<file path="config.mk">
export PLATFORM = sky130hd
export DESIGN_NAME = game_turn_ctrl
export DESIGN_NICKNAME = d
export VERILOG_FILES = /design/src/rtl/tictac_pkg.sv /design/src/rtl/game_turn_ctrl_cell_decode.sv /design/src/rtl/game_turn_ctrl.sv
export SDC_FILE = /design/constraint.sdc
export NUM_CORES = 1
export LEC_CHECK = 0
export CAP_MARGIN = 20
export CORE_AREA = 2 2 48 84
export CTS_CLUSTER_SIZE = 12
export DETAILED_ROUTE_END_ITERATION = 10
export DIE_AREA = 0 0 50 86
export GPL_ROUTABILITY_DRIVEN = 1
export PLACE_DENSITY = 0.77
export SLEW_MARGIN = 15
export SYNTH_ARGS = -nofsm -noshare
export SYNTH_HDL_FRONTEND = slang
export SYNTH_SLANG_ARGS = --single-unit
</file>
<file path="constraint.sdc">
create_clock -name ph1 -period 1.67 [get_ports ph1]
set_input_delay 0.2505 -clock ph1 [delete_from_list [all_inputs] [get_ports ph1]]
set_output_delay 0.2505 -clock ph1 [all_outputs]
set_load 0.02 [all_outputs]
</file>
<file path="src/rtl/tictac_pkg.sv">
// Shared types and codes for the tic-tac-toe turn controller and its helpers.
package tictac_pkg;

  typedef enum logic [2:0] {
    IDLE,
    P1_WAIT,
    P1_WRITE,
    P1_CHECK,
    P2_REQ,
    P2_WRITE,
    P2_CHECK,
    DONE
  } turn_state;

  localparam logic [1:0] EMPTY = 2'b00;
  localparam logic [1:0] P1    = 2'b11;
  localparam logic [1:0] P2    = 2'b10;

  localparam logic [1:0] NOWIN = 2'b00;
  localparam logic [1:0] TIE   = 2'b01;
  localparam logic [1:0] P1WIN = 2'b11;
  localparam logic [1:0] P2WIN = 2'b10;

  localparam logic [3:0]  BAD_ADDR  = 4'b1111;
  localparam int unsigned NUM_CELLS = 9;

endpackage

</file>
<file path="src/rtl/game_turn_ctrl_cell_decode.sv">
// Cell legality for one address plus lowest-index empty cell (BAD_ADDR when full).
module cell_decode
  import tictac_pkg::*;
(
  input  logic [NUM_CELLS-1:0] occupied,
  input  logic [3:0]           addr,
  output logic                 cell_legal,
  output logic [3:0]           first_empty
);

  always_comb begin
    cell_legal  = 1'b0;
    first_empty = BAD_ADDR;
    for (int unsigned i = 0; i < NUM_CELLS; i++) begin
      if (addr == 4'(i)) cell_legal = ~occupied[i];
    end
    // Scan downwards so the lowest empty index is the last one written.
    for (int unsigned i = NUM_CELLS; i > 0; i--) begin
      if (!occupied[i-1]) first_empty = 4'(i - 1);
    end
  end

endmodule

</file>
<file path="src/rtl/game_turn_ctrl.sv">
// Turn sequencer: arbitrates the board write port between human and AI, validates moves, ends the game.
// Optional AI_WATCHDOG_EN: timeout / illegal-AI fallback to the lowest empty cell.
module game_turn_ctrl
  import tictac_pkg::*;
#(
  parameter int unsigned AI_TIMEOUT = 16
) (
  input  logic        ph1,
  input  logic        reset,
  input  logic        start,
  input  logic        p1_first,
  input  logic        move_valid,
  input  logic [3:0]  move_addr,
  output logic        move_reject,
  output logic        ai_req,
  input  logic        ai_ack,
  input  logic [3:0]  ai_addr,
  input  logic [17:0] gBoard,
  input  logic [1:0]  win_status,
  output logic        mem_we,
  output logic [3:0]  mem_addr,
  output logic [1:0]  mem_data,
  output logic [1:0]  turn,
  output logic [3:0]  move_count,
  output logic        game_over,
  output logic [1:0]  result,
  output logic        ai_error
);

  turn_state state_q, state_d;
  logic [3:0] addr_q, addr_d;
  logic [3:0] count_q, count_d;
  logic [1:0] result_q, result_d;
  logic       ai_err_q, ai_err_d;
  logic       reject_q, reject_d;

  logic [NUM_CELLS-1:0] occupied;
  logic                 unused_low;
  logic [3:0]           chk_addr;
  logic                 legal;
  logic [3:0]           first_empty;

  always_comb begin
    occupied   = '0;
    unused_low = 1'b0;
    for (int unsigned i = 0; i < NUM_CELLS; i++) begin
      occupied[i] = gBoard[2*i+1];
      unused_low  = unused_low ^ gBoard[2*i];
    end
  end

  // One decoder serves both players: only one of them can be moving at a time.
  assign chk_addr = (state_q == P2_REQ) ? ai_addr : move_addr;

  cell_decode u_dec (
    .occupied    (occupied),
    .addr        (chk_addr),
    .cell_legal  (legal),
    .first_empty (first_empty)
  );

`ifdef AI_WATCHDOG_EN
  logic [4:0] wd_q, wd_d;
  logic       wd_expired;

  assign wd_expired = (wd_q == 5'(AI_TIMEOUT - 1));

  always_ff @(posedge ph1 or posedge reset) begin
    if (reset) wd_q <= '0;
    else       wd_q <= wd_d;
  end
`else
  logic unused_cfg;
  assign unused_cfg = ^AI_TIMEOUT;
`endif

  always_comb begin
    state_d  = state_q;
    addr_d   = addr_q;
    count_d  = count_q;
    result_d = result_q;
    ai_err_d = ai_err_q;
    reject_d = 1'b0;
`ifdef AI_WATCHDOG_EN
    wd_d     = '0;
`endif
    case (state_q)
      IDLE, DONE: begin
        if (start) begin
          count_d  = '0;
          result_d = NOWIN;
          ai_err_d = 1'b0;
          state_d  = p1_first ? P1_WAIT : P2_REQ;
        end
      end
      P1_WAIT: begin
        if (move_valid) begin
          if (legal) begin
            addr_d  = move_addr;
            state_d = P1_WRITE;
          end else begin
            reject_d = 1'b1;
          end
        end
      end
      P1_WRITE: begin
        if (count_q < 4'(NUM_CELLS)) count_d = count_q + 4'd1;
        state_d = P1_CHECK;
      end
      P1_CHECK: begin
        if (win_status == P1WIN) begin
          result_d = P1WIN;
          state_d  = DONE;
        end else if (count_q == 4'(NUM_CELLS) || win_status == TIE) begin
          result_d = TIE;
          state_d  = DONE;
        end else begin
          state_d = P2_REQ;
        end
      end
      P2_REQ: begin
`ifdef AI_WATCHDOG_EN
        wd_d = wd_q + 5'd1;
        if ((ai_ack && !legal) || (!ai_ack && wd_expired)) begin
          ai_err_d = ai_err_q | ai_ack;
          if (first_empty != BAD_ADDR) begin
            addr_d  = first_empty;
            state_d = P2_WRITE;
          end else begin
            result_d = NOWIN;
            state_d  = DONE;
          end
        end else if (ai_ack) begin
          addr_d  = ai_addr;
          state_d = P2_WRITE;
        end
`else
        if (ai_ack) begin
          if (legal) begin
            addr_d  = ai_addr;
            state_d = P2_WRITE;
          end else begin
            ai_err_d = 1'b1;
            result_d = NOWIN;
            state_d  = DONE;
          end
        end
`endif
      end
      P2_WRITE: begin
        if (count_q < 4'(NUM_CELLS)) count_d = count_q + 4'd1;
        state_d = P2_CHECK;
      end
      P2_CHECK: begin
        if (win_status == P2WIN) begin
          result_d = P2WIN;
          state_d  = DONE;
        end else if (count_q == 4'(NUM_CELLS) || win_status == TIE) begin
          result_d = TIE;
          state_d  = DONE;
        end else begin
          state_d = P1_WAIT;
        end
      end
      default: state_d = IDLE;
    endcase
  end

  always_ff @(posedge ph1 or posedge reset) begin
    if (reset) begin
      state_q  <= IDLE;
      addr_q   <= '0;
      count_q  <= '0;
      result_q <= NOWIN;
      ai_err_q <= 1'b0;
      reject_q <= 1'b0;
    end else begin
      state_q  <= state_d;
      addr_q   <= addr_d;
      count_q  <= count_d;
      result_q <= result_d;
      ai_err_q <= ai_err_d;
      reject_q <= reject_d;
    end
  end

  always_comb begin
    mem_we   = 1'b0;
    mem_addr = BAD_ADDR;
    mem_data = EMPTY;
    turn     = 2'b00;
    case (state_q)
      P1_WAIT, P1_CHECK: turn = P1;
      P1_WRITE: begin
        turn     = P1;
        mem_we   = 1'b1;
        mem_addr = addr_q;
        mem_data = P1;
      end
      P2_REQ, P2_CHECK: turn = P2;
      P2_WRITE: begin
        turn     = P2;
        mem_we   = 1'b1;
        mem_addr = addr_q;
        mem_data = P2;
      end
      default: turn = 2'b00;
    endcase
  end

  assign ai_req      = (state_q == P2_REQ);
  assign game_over   = (state_q == DONE);
  assign move_reject = reject_q;
  assign move_count  = count_q;
  assign result      = result_q;
  assign ai_error    = ai_err_q;

endmodule
</file>
[Yosys cells after proc, flatten, opt, wreduce, memory -nomap -nowiden]
Index checks and enable logic that the tools add are counted.
Storage, ports and cells
  flip-flop bits (word level): 15
  input port bits: 34
  output and inout bits: 19
  word-level logic and storage cells: 106
Operators by class
  $add $sub $neg: 1
  magnitude comparators: 1
  equality and inequality tests: 26
  multiplexer cells: 47
  bitwise gates (word level): 9
  reductions and logical operators: 16
Operator list (count)
  4-bit two-way mux: 8
  3-bit two-way mux: 7
  3-bit one-hot mux with 7 select lines: 1
  2-bit two-way mux: 9
  4-bit by 3-bit == test with 1-bit output (second input constant): 4
  1-bit two-way mux: 16
  4-bit one-hot mux with 2 select lines: 2
  3-bit == test (second input constant): 4
  4-bit AND reduction: 3
  1-bit NOT: 9
  4-bit by 2-bit == test with 1-bit output (second input constant): 2
  4-bit == test (second input constant): 2
  2-bit != test (second input constant): 4
  2-bit one-hot mux with 2 select lines: 2
  2-bit one-hot mux with 4 select lines: 1
  3-bit by 2-bit == test with 1-bit output (second input constant): 2
  2-bit by 1-bit != test with 1-bit output (second input constant): 3
  2-bit nonzero test: 3
  3-bit OR reduction: 2
  5-bit AND reduction: 1
  4-bit by 1-bit adder with 4-bit output (second input constant): 1
  2-bit == test (second input constant): 2
  4-bit by 1-bit == test with 1-bit output (second input constant): 1
  4-bit zero test: 1
  9 further kinds: 10

[Logic depth before layout (Yosys ltp)]
Gate-level depths: netlist (run 1).
  depth after elaboration: 15
  mapped depth: 9
  mapped depth without buffers: 8

[Modules after synthesis]
A second synthesis (run 1) with hierarchy kept.
Second synthesis, totals
  cells, all modules: 153
  area, all modules: 1275.0 um^2
By module, submodules not included
  game_turn_ctrl: times used 1, cells an instance 128, area an instance 1119.8 um^2, sequential area each 375.4 um^2
  cell_decode: times used 1, cells an instance 25, area an instance 155.1 um^2, sequential area each 0.0 um^2

[Least setup slack after synthesis (run 1)]
Ideal clock, no wire load.
  kind: reg2reg
  from: register state_q[0]
  to: register state_q[1]
  setup time: 0.122 ns
  data arrival time: 1.681 ns
  required time: 1.548 ns
  slack: -0.133 ns
  stages on the path, launching flop included: 8
  buffers on the path: 1
  clock period less this slack: 1.803 ns
  cells stage by stage: dfrtp_1 -> buf_6 -> nor3b_4 -> or2b_1 -> a2bb2oi_4 -> nor2_1 -> o221ai_1 -> a32o_1
On the way
  cells in the longest elaborated chain, start to end: 15
  elaborated cells between the ends (all ways): 36
  those cells by class: eq/ne: 19; mux: 13; reduce/logical: 4
Ends and longest elaborated chain
  start, declared: line game_turn_ctrl.sv:30  | turn_state state_q, state_d;
  start signal, assigned: line game_turn_ctrl.sv:178  | state_q <= state_d;
  3-bit == test: line game_turn_ctrl.sv:53, game_turn_ctrl.sv:87
  4-bit two-way mux: line game_turn_ctrl.sv:53  | assign chk_addr = (state_q == P2_REQ) ? ai_addr : move_addr;
  4-bit zero test: line game_turn_ctrl_cell_decode.sv:15  | if (addr == 4'(i)) cell_legal = ~occupied[i];
  1-bit two-way mux (9 in series): line game_turn_ctrl_cell_decode.sv:15
  2-bit two-way mux: line game_turn_ctrl.sv:139  | if (legal) begin
  3-bit two-way mux: line game_turn_ctrl.sv:138  | if (ai_ack) begin
  3-bit one-hot mux with 7 select lines: line game_turn_ctrl.sv:87  | case (state_q)
Several ways; a longest one is shown, not always the timed one. The select of a mux whose other input is x is not followed.
A chain may end at the register's enable or synchronous reset.

[Worst setup path in the final report (run 1)]
  from: register state_q[1]
  to: register state_q[0]
On the way
  cells in the longest elaborated chain, start to end: 14
  elaborated cells between the ends (all ways): 34
  those cells by class: eq/ne: 19; mux: 11; reduce/logical: 4
Ends and longest elaborated chain (line)
  3-bit == test: game_turn_ctrl.sv:53, game_turn_ctrl.sv:87
  4-bit two-way mux: game_turn_ctrl.sv:53
  4-bit zero test: game_turn_ctrl_cell_decode.sv:15
  1-bit two-way mux (9 in series): game_turn_ctrl_cell_decode.sv:15
  2-bit != test (no source line)
  4-bit AND reduction (no source line)
Several ways; a longest one is shown, not always the timed one.

==> summary by stage, run 1 <==
Placement
The cell area after placement is 2230 um^2. At the end of routability-driven placement, the weighted congestion stood at 0.913. The detailed-placement wirelength estimate is 3380 um. The total instance count after detailed placement is 305. During placement, the flow inserted port buffers numbering 43.

Timing
The hold violation total from the final report is 0. The maximum frequency from static timing analysis is 515 MHz. Subtracting the final worst setup slack from the clock period gives 1940 ps. The final setup slack of the worst path is -272 ps. The worst slew margin relative to its limit is just under 80%. The worst path uses 116% of the clock period.

Setup violations remaining at the end of the flow were counted as 21. Setup repair after global routing could not meet its margin everywhere. For the final database, setup skew stands at between 4 and 5 ps.

The count of final max-slew check failures was 0. The transition time of the tightest slew-check pin is 309 ps.

Die
The initial utilization of the core area, before any placement, comes to 39.1%. The die is about 50 um wide. The row count is 29. The number of ports placed on the die boundary is 53. The overall die area is around 4300 um^2.

The core region area is 3590 um^2. Measured along the y axis, the die boundary spans 86 um.

Run status
The run finished, with violations left. The checks that failed: negative setup slack.

Finish
From synthesis to final layout, the design area changed by 83.1%. Once layout is done, the placed cells without fillers occupy between 2000 and 3000 um^2. The repair_antennas step left the layout with diodes totalling 0.

The share of post-route cells with drive strength above 1 is between 40% and 50%. In the final design database the tool counted 314 nets. The count of placed standard cells in the final layout, fillers left out is 322.

Clock network
Clock-pin slew was measured on the worst setup and hold paths at 70 ps. The depth of the CTS H-tree is 1. In this run, post-CTS hold repair placed 0 buffers. The tree built by TritonCTS fans out to 15 sinks. TritonCTS built the clock tree.

At the later pin of the worst-skew pair, clock insertion delay measures 250 ps. The number of clock buffers added by TritonCTS is 3. No sink is reached through more buffers than the 2 on the longest clock path. The tree is rooted in a clkbuf_8.

Routing
The first-pass iteration count of the detailed router is 4. The via density per instance is between 5 and 6. The number of DRC violations after detailed-routing iteration 0 is 49. The count of nets left with antenna violations once routing finished came out at 0. In the routed design, unresolved DRC markers number 0. The wire length reported by the detailed router is 5040 um. After detailed routing, the average wire length per cell comes to 15.6 um. The total via count in the routed design is 1,765.

Synthesis
The predominant post-synthesis flop cell is dfrtp_1. Dividing the synthesized area by the synthesized cell count gives 8.03 um^2. The number of nets in the synthesized netlist is between 200 and 250. Ranked by total cell area, the synthesized netlist is headed by dfrtp_1 27%, nand2_1 7.2%, a21oi_1 5.7%. Synthesis instantiated 46 different standard cells from the library. The biggest area contributor in the post-synthesis netlist is dfrtp_1.

The Yosys step of the flow raised 0 warnings. The total of flip-flops plus latches after synthesis is 15. For this run, asynchronously set or reset flops after synthesis account for 100%. The sequential-to-total area share from yosys stat is 26.7%. The mapped cell area is between 1000 and 1500 um^2.

The cell count after synthesis came out at 175. The count of flip-flops with a built-in enable after synthesis is 0. The proportion of netlist area held by the largest area contributor is 26.7%.

Flow run
The tool flagged a number of max-cap violations equal to 0.

Global routing
The number of global-route vias before repair is ~1,600. Entering global routing, the biggest net connects 18 pins. The total track usage is about a fifth. The first global-routing pass estimated ~7000 um of wire. The aggregate global routing overflow is 0. The number of antenna violations at the first check in global routing is 0.

Power and ir drop
Across the VDD grid, the largest voltage drop is 1.04 mV. Dividing total power by cell area gives a power density of 1790 nW/um^2. The leakage power is 0.00116 uW.

Setup path
Data on the critical path is required at its endpoint by 1790 ps. STA classifies the critical path endpoint as a register. The maximum fanout along the worst path is 6.

The data arrival time of the worst path is 2060 ps. The element type at the critical path start is a register. The critical path is of the register to register type.

Min path
The kind of path behind the tightest hold check is input port to asynchronous set/reset pin.
-- critical path, cell delays in order, from the launching register on --
cell and delay (ps):
dfrtp_2 430, nor3b_4 330, or2b_1 300, a2bb2oi_4 200, o21ai_4 200, buf_12 150, o21bai_1 70, o2bb2ai_1 140
-- layer usage --
metal / global-route usage [%] / up-vias / part of all wire [%]
met4: 7.83 / 0 / 3.9
met5: 0 / - / 0
met3: 1.22 / 18 / 3.5
met2: 42.8 / 76 / 58
li1: - / 829 / -
met1: 21.3 / 842 / 35
-- registers in the layout (all words and copies together) (netlist names) --
register	cells
result	2
state_q	3
addr_q	4
ai_error	1
move_reject	1
move_count	4
-- report_power, final --
group | switching, uW | internal, uW
Clock | 137 | 165
Combinational | 1820 | 1820
Sequential | 136 | 533
-- cells in the final DEF (no fill, tap or decap), types with 3 or more instances in the layout --
master,Yosys,layout
buf_2,0,3
dlygate4sd2_1,0,7
ha_1,3,3
a21oi_1,16,11
buf_6,2,9
nor2_1,14,11
dfrtp_1,15,10
o21ai_1,0,3
nand2_1,27,23
a31oi_1,7,6
nand2b_1,9,6
a21oi_2,0,5
clkbuf_8,2,3
buf_4,1,59
clkdlybuf4s50_1,0,24
nand2b_4,0,3
dfrtp_2,0,5
o21ai_0,10,6
mux2i_1,5,5
nand2_2,0,3
inv_1,11,10
nand3_1,6,5
-- cells by family (layout without fill, tap and decap cells) --
kind of cell | Yosys count | after routing | share of synthesized area [%]
XOR/XNOR | 1 | 1 | 0.623
adder cells (fa/ha/maj) | 3 | 3 | 2.67
multiplexers | 9 | 9 | 8.55
buffers and inverters | 22 | 123 | 8.64
flip-flops | 15 | 15 | 26.7
AND/OR/NAND/NOR | 69 | 69 | 24.7
AO/OA/AOI/OAI | 56 | 56 | 28.1
-- worst paths after layout --
kind / startpoint / end / slack [ps] / depth (start not counted)
max reg2reg: state_q[1] / state_q[0] / -270 / 7
min reg2reg: ai_error / ai_error / 500 / 2
min: reset / addr_q[1] / 300 / 3
max: state_q[1] / state_q[0] / -270 / 7
min in group ph1: ai_error / ai_error / 500 / 2
max in group asynchronous: reset / state_q[1] / 1160 / 3
-- through the flow --
stage          utilization, %  setup slack [ps]  hold WS, ps  power [uW]  setup TNS (ps)
2_1_floorplan               -             -87.4          152        2240            -451
3_3_place_gp             62.1              -644          476        3430           -7460
3_5_place_dp             62.1              -696          478        3480           -8170
4_1_cts                  67.0              -181          314        4050           -1380
5_1_grt                  71.6              -284          352        4850           -3340
6_report                 71.6              -272          303        4610           -2790
-- synth_stat cells (2+ instances only) --
| cell type | number |
|---|---|
| a21oi_1 | 16 |
| a311oi_1 | 2 |
| a31oi_1 | 7 |
| buf_6 | 2 |
| clkbuf_1 | 6 |
| clkbuf_8 | 2 |
| dfrtp_1 | 15 |
| ha_1 | 3 |
| inv_1 | 11 |
| mux2_2 | 2 |
| mux2i_1 | 5 |
| nand2_1 | 27 |
| nand2b_1 | 9 |
| nand3_1 | 6 |
| nor2_1 | 14 |
| nor2b_1 | 2 |
| nor3_1 | 3 |
| o21ai_0 | 10 |
| o22ai_1 | 5 |
| o2bb2ai_1 | 2 |
-- area by class of cell --
cell class	instances	area, um^2
clock buffer	3	41.3
clock inverter	1	5.00
fill	235	1020
inverter	11	41.3
multi-input combinational	138	1100
sequential	15	382
tap	46	57.6
timing repair buffer	108	943
-- timing repair --
action                     in CTS  in global routing
pin swaps                      15                  8
setup endpoints to repair      25                 25
setup buffers                   7                  7
gates resized for setup        75                 37
cloned                          1                  0
No activity file was read; power rests on OpenSTA's default activity.
==> inputs of run 2 (changes only) <==
Settings changed: CORE_AREA 2 2 48 84 to 2 2 47 81, DIE_AREA 0 0 50 86 to 0 0 49 83, SYNTH_HIERARCHICAL set to 1.
==> run 2 against run 1 <==
Net effect: the flow still finishes with violations (negative setup slack); clock skew fell by 2.4 ps; sequential cell count did not move; synthesized area fell by 15%; largest power group unchanged; critical path depth rose by 2; critical path type unchanged; cell count fell by 24%; non-clock buffer count fell by 41.
==> summary by stage, run 2 <==
Clock network
TritonCTS built the clock tree. In this run the number of H-tree levels came out at 1. The insertion delay to the later sink of the worst-skew pair is 250 ps. The clock net in this run drives a total of 15 sinks. The register clock-pin slew on the reported worst setup and hold paths is 60 ps.

Clock tree synthesis inserted a total of 3 buffers. In this run the deepest clock path goes through 2 buffers. Buffers inserted to repair hold after CTS numbered 0.

Clock tree synthesis selected as its root buffer the cell clkbuf_8.

Routing
After detailed routing, the number of remaining DRC violations is 0. The first-pass iteration count of the detailed router is 4. The total via count in the routed design is 1,235. The detail route stage leaves a number of antenna-violating nets equal to 0.

Dividing the detail-routed via count by the number of cells gives 5.04. The first routing iteration left 38 violations. The routed wire length per instance is 13.3 um. For this block, the routed nets add up to 3260 um of wire.

Timing
The hold violation total from the final report came to 0. The clock period minus worst slack is roughly 2500 ps. Across all setup checks in the final design, the least slack found is -844 ps. In the finished design, the share of the clock period the worst path needs comes to 151%. The transition time of the tightest slew-check pin is between 500 and 600 ps. The count of final max-slew check failures is 0. The setup violation total in the final timing report is 23. The final sum of negative setup slack is -13,160 ps. The worst slew margin relative to its limit is 60.7%. Static timing analysis puts the maximum clock frequency at 398 MHz.

Setup repair after global routing could not meet its margin everywhere. The setup skew after layout is 1.83 ps.

Finish
Once layout is complete, the utilization of the core stands at a little under three fifths. The area added between synthesis and finish is 58.9%. In the layout the commonest cells are 39 x clkdlybuf4s50_1, 25 x buf_4, 15 x dfrtp_1, 12 x nand2_1, 9 x nand2b_1. After filler insertion, the fill cell instance count of the layout stands at about 320. Once layout is done, the placed cells without fillers occupy 1910 um^2.

The area used by multi-input combinational logic is 785 um^2. After the last flow step, the layout net total stands at 238. The number of antenna cells inserted is 0. In the final layout, flip-flops and latches occupy 375 um^2.

The leading cell type in the layout, fill and taps excluded is clkdlybuf4s50_1. The share of post-route cells with drive strength above 1 is 27.5%.

Die
The core region area is 3400 um^2. The row count is 28. The overall die area is approximately 4000 um^2.

The number of ports placed on the die boundary is 53. Measured along the x axis, the die boundary spans slightly below 50 um. The effective utilization at floorplan is 35.3%. The die span in y is 83 um.

Global routing
Entering global routing, the biggest net connects 24 pins. The number of global-route vias before repair was roughly 1,200. The global-route wire length before repair is ~5500 um.

The aggregate global routing overflow is 0. The number of antenna violations at the first check in global routing is 0. The total track usage is 16.6%.

Setup path
STA classifies the critical path startpoint as a register. The worst setup path is captured at a register. The required time at the worst-slack endpoint is approximately 1800 ps. The worst setup path is of the register to register kind. In this run the worst path has a maximum fanout of 4. The worst register-to-register path has a setup slack of -840 ps. The depth of the most critical reg-to-reg path is 9. Data on the critical path arrives at its endpoint at approximately 2600 ps.

Synthesis
The count of mapped cells out of synthesis is 138. In this run the cell area of the synthesized design comes to roughly 1200 um^2. During synthesis, Yosys emitted a total of 6 warnings. Counting every net in the synthesized netlist gives between 150 and 200. The average instance in the mapped netlist occupies about 8.7 um^2.

Run status
The final reports fail on negative setup slack. The run finished, with violations left.

Placement
Summed over all nets, the half-perimeter wirelength after detailed placement is around 2600 um. After detailed placement, the total cell area comes to 1840 um^2. The global placement routability congestion is 0.872. The total of buffers placed on input and output ports is 43. Before CTS, the worst setup slack after placement is -878 ps.

Min path
The path class of the tightest hold or removal check is input port to asynchronous set/reset pin.

Power and ir drop
VDD sags by at most 0.818 mV. The total power after layout is 3510 uW. Power spread over the standard cell area amounts to approximately 1800 nW/um^2. The leakage power is 0.000874 uW.

Flow run
The total of max-cap violations is 0.
==> run 2: path summary, 6_finish.rpt <==
check,start,end
setup / recovery,state_q[1],result[0]
hold / removal,reset,state_q[0]
setup reg to reg,state_q[1],result[0]
hold reg to reg,addr_q[2],addr_q[2]
max in group asynchronous,reset,result[1]
min in group ph1,addr_q[2],addr_q[2]
==> run 2: critical path, stage by stage, from the launching register on <==
cell	delay, ps
dfrtp_1	400
nor3_4	280
mux2_4	340
mux4_2	430
o21ai_2	140
o31a_1	210
nor2b_1	70
o32a_1	330
a31oi_1	140
a31oi_1	60
==> run 2: metal layers <==
metal / up-vias / wire [um] / GRT usage (%)
li1: 617 / - / -
met1: 574 / 1200 / 18.5
met2: 38 / 1870 / 31.8
met3: 6 / 131 / 2.16
met4: 0 / 48 / 4.94
met5: - / 0 / 0
==> run 2: per-stage QoR <==
step	hold WS (ps)	std cells
2_1_floorplan	152	138
3_3_place_gp	488	241
3_5_place_dp	493	241
4_1_cts	391	246
5_1_grt	444	245
6_report	365	245
==> run 2: power breakdown <==
| group | switching [uW] | internal, uW |
|---|---|---|
| Sequential | 142 | 526 |
| Combinational | 1260 | 1280 |
| Clock | 126 | 169 |
| Total | 1530 | 1980 |
==> run 2: cell type report <==
cell class	count	area share, %
inverter	10	2.10
multi-input combinational	104	41.1
timing repair buffer	67	31.8
tap	45	2.95
sequential	15	19.7
clock buffer	4	2.36
==> run 2: timing repair <==
item,4_1_cts,5_1_grt
pin swaps,5,4
resized for setup,22,4
buffers inserted,1,0
endpoints found under the setup margin,25,25
endpoints found under the hold margin,0,0
==> edit: new RTL, flow settings as in run 2 <==
Change the package constant `NUM_CELLS` from 9 to 8.
--- a/src/rtl/tictac_pkg.sv
+++ b/src/rtl/tictac_pkg.sv
@@ -23,5 +23,5 @@
 
   localparam logic [3:0]  BAD_ADDR  = 4'b1111;
-  localparam int unsigned NUM_CELLS = 9;
+  localparam int unsigned NUM_CELLS = 8;
 
 endpackage
Behaviour: not the same (a bounded check fails within 4 cycles, from zero or initial values and one cycle with reset high).
==> edit against run 2 <==
The run still ends with setup timing left. Final area up 1.4%. Combinational power up 2%. Power up 1.2%. Synthesized area down 2.9%. Critical endpoint is now addr_q[2]$_DFFE_PP0P_. Sequential cell count unchanged. Core utilization up 0.77 points. Setup slack worse by 0.14 ns. Count of clock-buffer cells in the layout down 1. Wire length up 13%. Largest power group unchanged. Fmax down 5.4%.
==> edit: results <==
[final_layout]
drive_gt1_frac = 0.342
fin_nets = 227
n_antenna_cell = 0

[timing]
setup_slack_ns = -0.989
tightest_slew_ns = 0.606
setup_viol = 19
fin_skew_ns = 0.000828
slew_viol_final = 0
setup_tns_ns = -10.55

[route]
wl_um = 3690
vias = 1233
dr.pass1.iters = 4
drtIter0Drc = 22
vias_per_cell = 5.25

[yosys]
ys_warn_count = 6
syn_inst = 125
synth_fp_nets = 161

[placement]
dp_cells = 223
portBuffers = 42
place_hpwl_um = 2690
gp_congestion = 0.820

[clock_tree]
clock-root-buffer = clkbuf_8
clockBufferDepth = 2
cts_buffers = 3
clkLatencyLatePin_ns = 0.26
htreeDepth = 1
hold_buffers = 0
clkSlewWorstSetupHoldPaths_ns = 0.07

[run_status]
status = finished with violations
violations = setup timing

[power]
p_leak_nw = 0.883
ir_drop_mv = 1.21
power_mw = 3.55

[hold_path]
hold_path.class = input port to asynchronous set/reset pin

[global_route]
antenna_found_initial = 0
grt_use_total = 0.183
grt_pass1_wl_um = 5710
grt_max_degree = 21

[worst_setup_path]
reg2reg_depth = 10
critPathMaxFanout = 5
critPathLaunch = state_q[1]$_DFFE_PP0P_
[edit: path summary, 6_finish.rpt]
kind                                          to  slack, ns
max reg2reg                addr_q[2]$_DFFE_PP0P_      -0.99
max in group asynchronous  move_reject$_DFF_PP0_       0.91
min                        addr_q[0]$_DFFE_PP0P_       0.36
min in group ph1           addr_q[0]$_DFFE_PP0P_       0.50
min reg2reg                addr_q[0]$_DFFE_PP0P_       0.50
max                        addr_q[2]$_DFFE_PP0P_      -0.99
[edit: final cells by class]
class,count,area (µm²)
clock buffer,3,41.3
clock inverter,1,5.00
fill,295,1470
inverter,9,38.8
multi-input combinational,94,801
sequential,15,375
tap,45,56.3
timing repair buffer,68,616
[edit: power breakdown]
group,leakage [nW],internal (mW),switching (mW)
clock network,0.0255,0.166,0.146
logic,0.670,1.30,1.31
registers,0.188,0.526,0.108
total,0.883,1.99,1.56
[edit: through the flow]
stage | cell area (µm²) | worst slack [ns] | utilization
finish | 1930 | -0.989 | 0.569
global route | 1930 | -1.10 | 0.569
CTS | 1850 | -0.967 | 0.545
detailed placement | 1750 | -0.972 | 0.515
global placement | 1750 | -0.911 | 0.515
floorplan | 1190 | -1.12 | -
[edit: worst max-delay path, cell delays in order (launching register included)]
cell     delay (ns)
dfrtp_1        0.38
or2_4          0.27
nor2_4         0.10
mux2_4         0.35
mux2i_2        0.20
mux4_2         0.26
nor2b_4        0.18
buf_6          0.12
inv_6          0.03
nor3_4         0.32
mux2_4         0.33
[edit: repair_timing]
action,CTS,global route
gates resized for setup,42,19
endpoints found under the hold margin,0,0
endpoints found under the setup margin,22,26
gates cloned,0,0
pin swaps,9,8
buffers inserted,4,8
[edit: metal layers]
metal	track usage	routed length (µm)
met1	0.180	1320
met3	0.0306	190
met5	0	0
met2	0.329	2050
met4	0.140	123
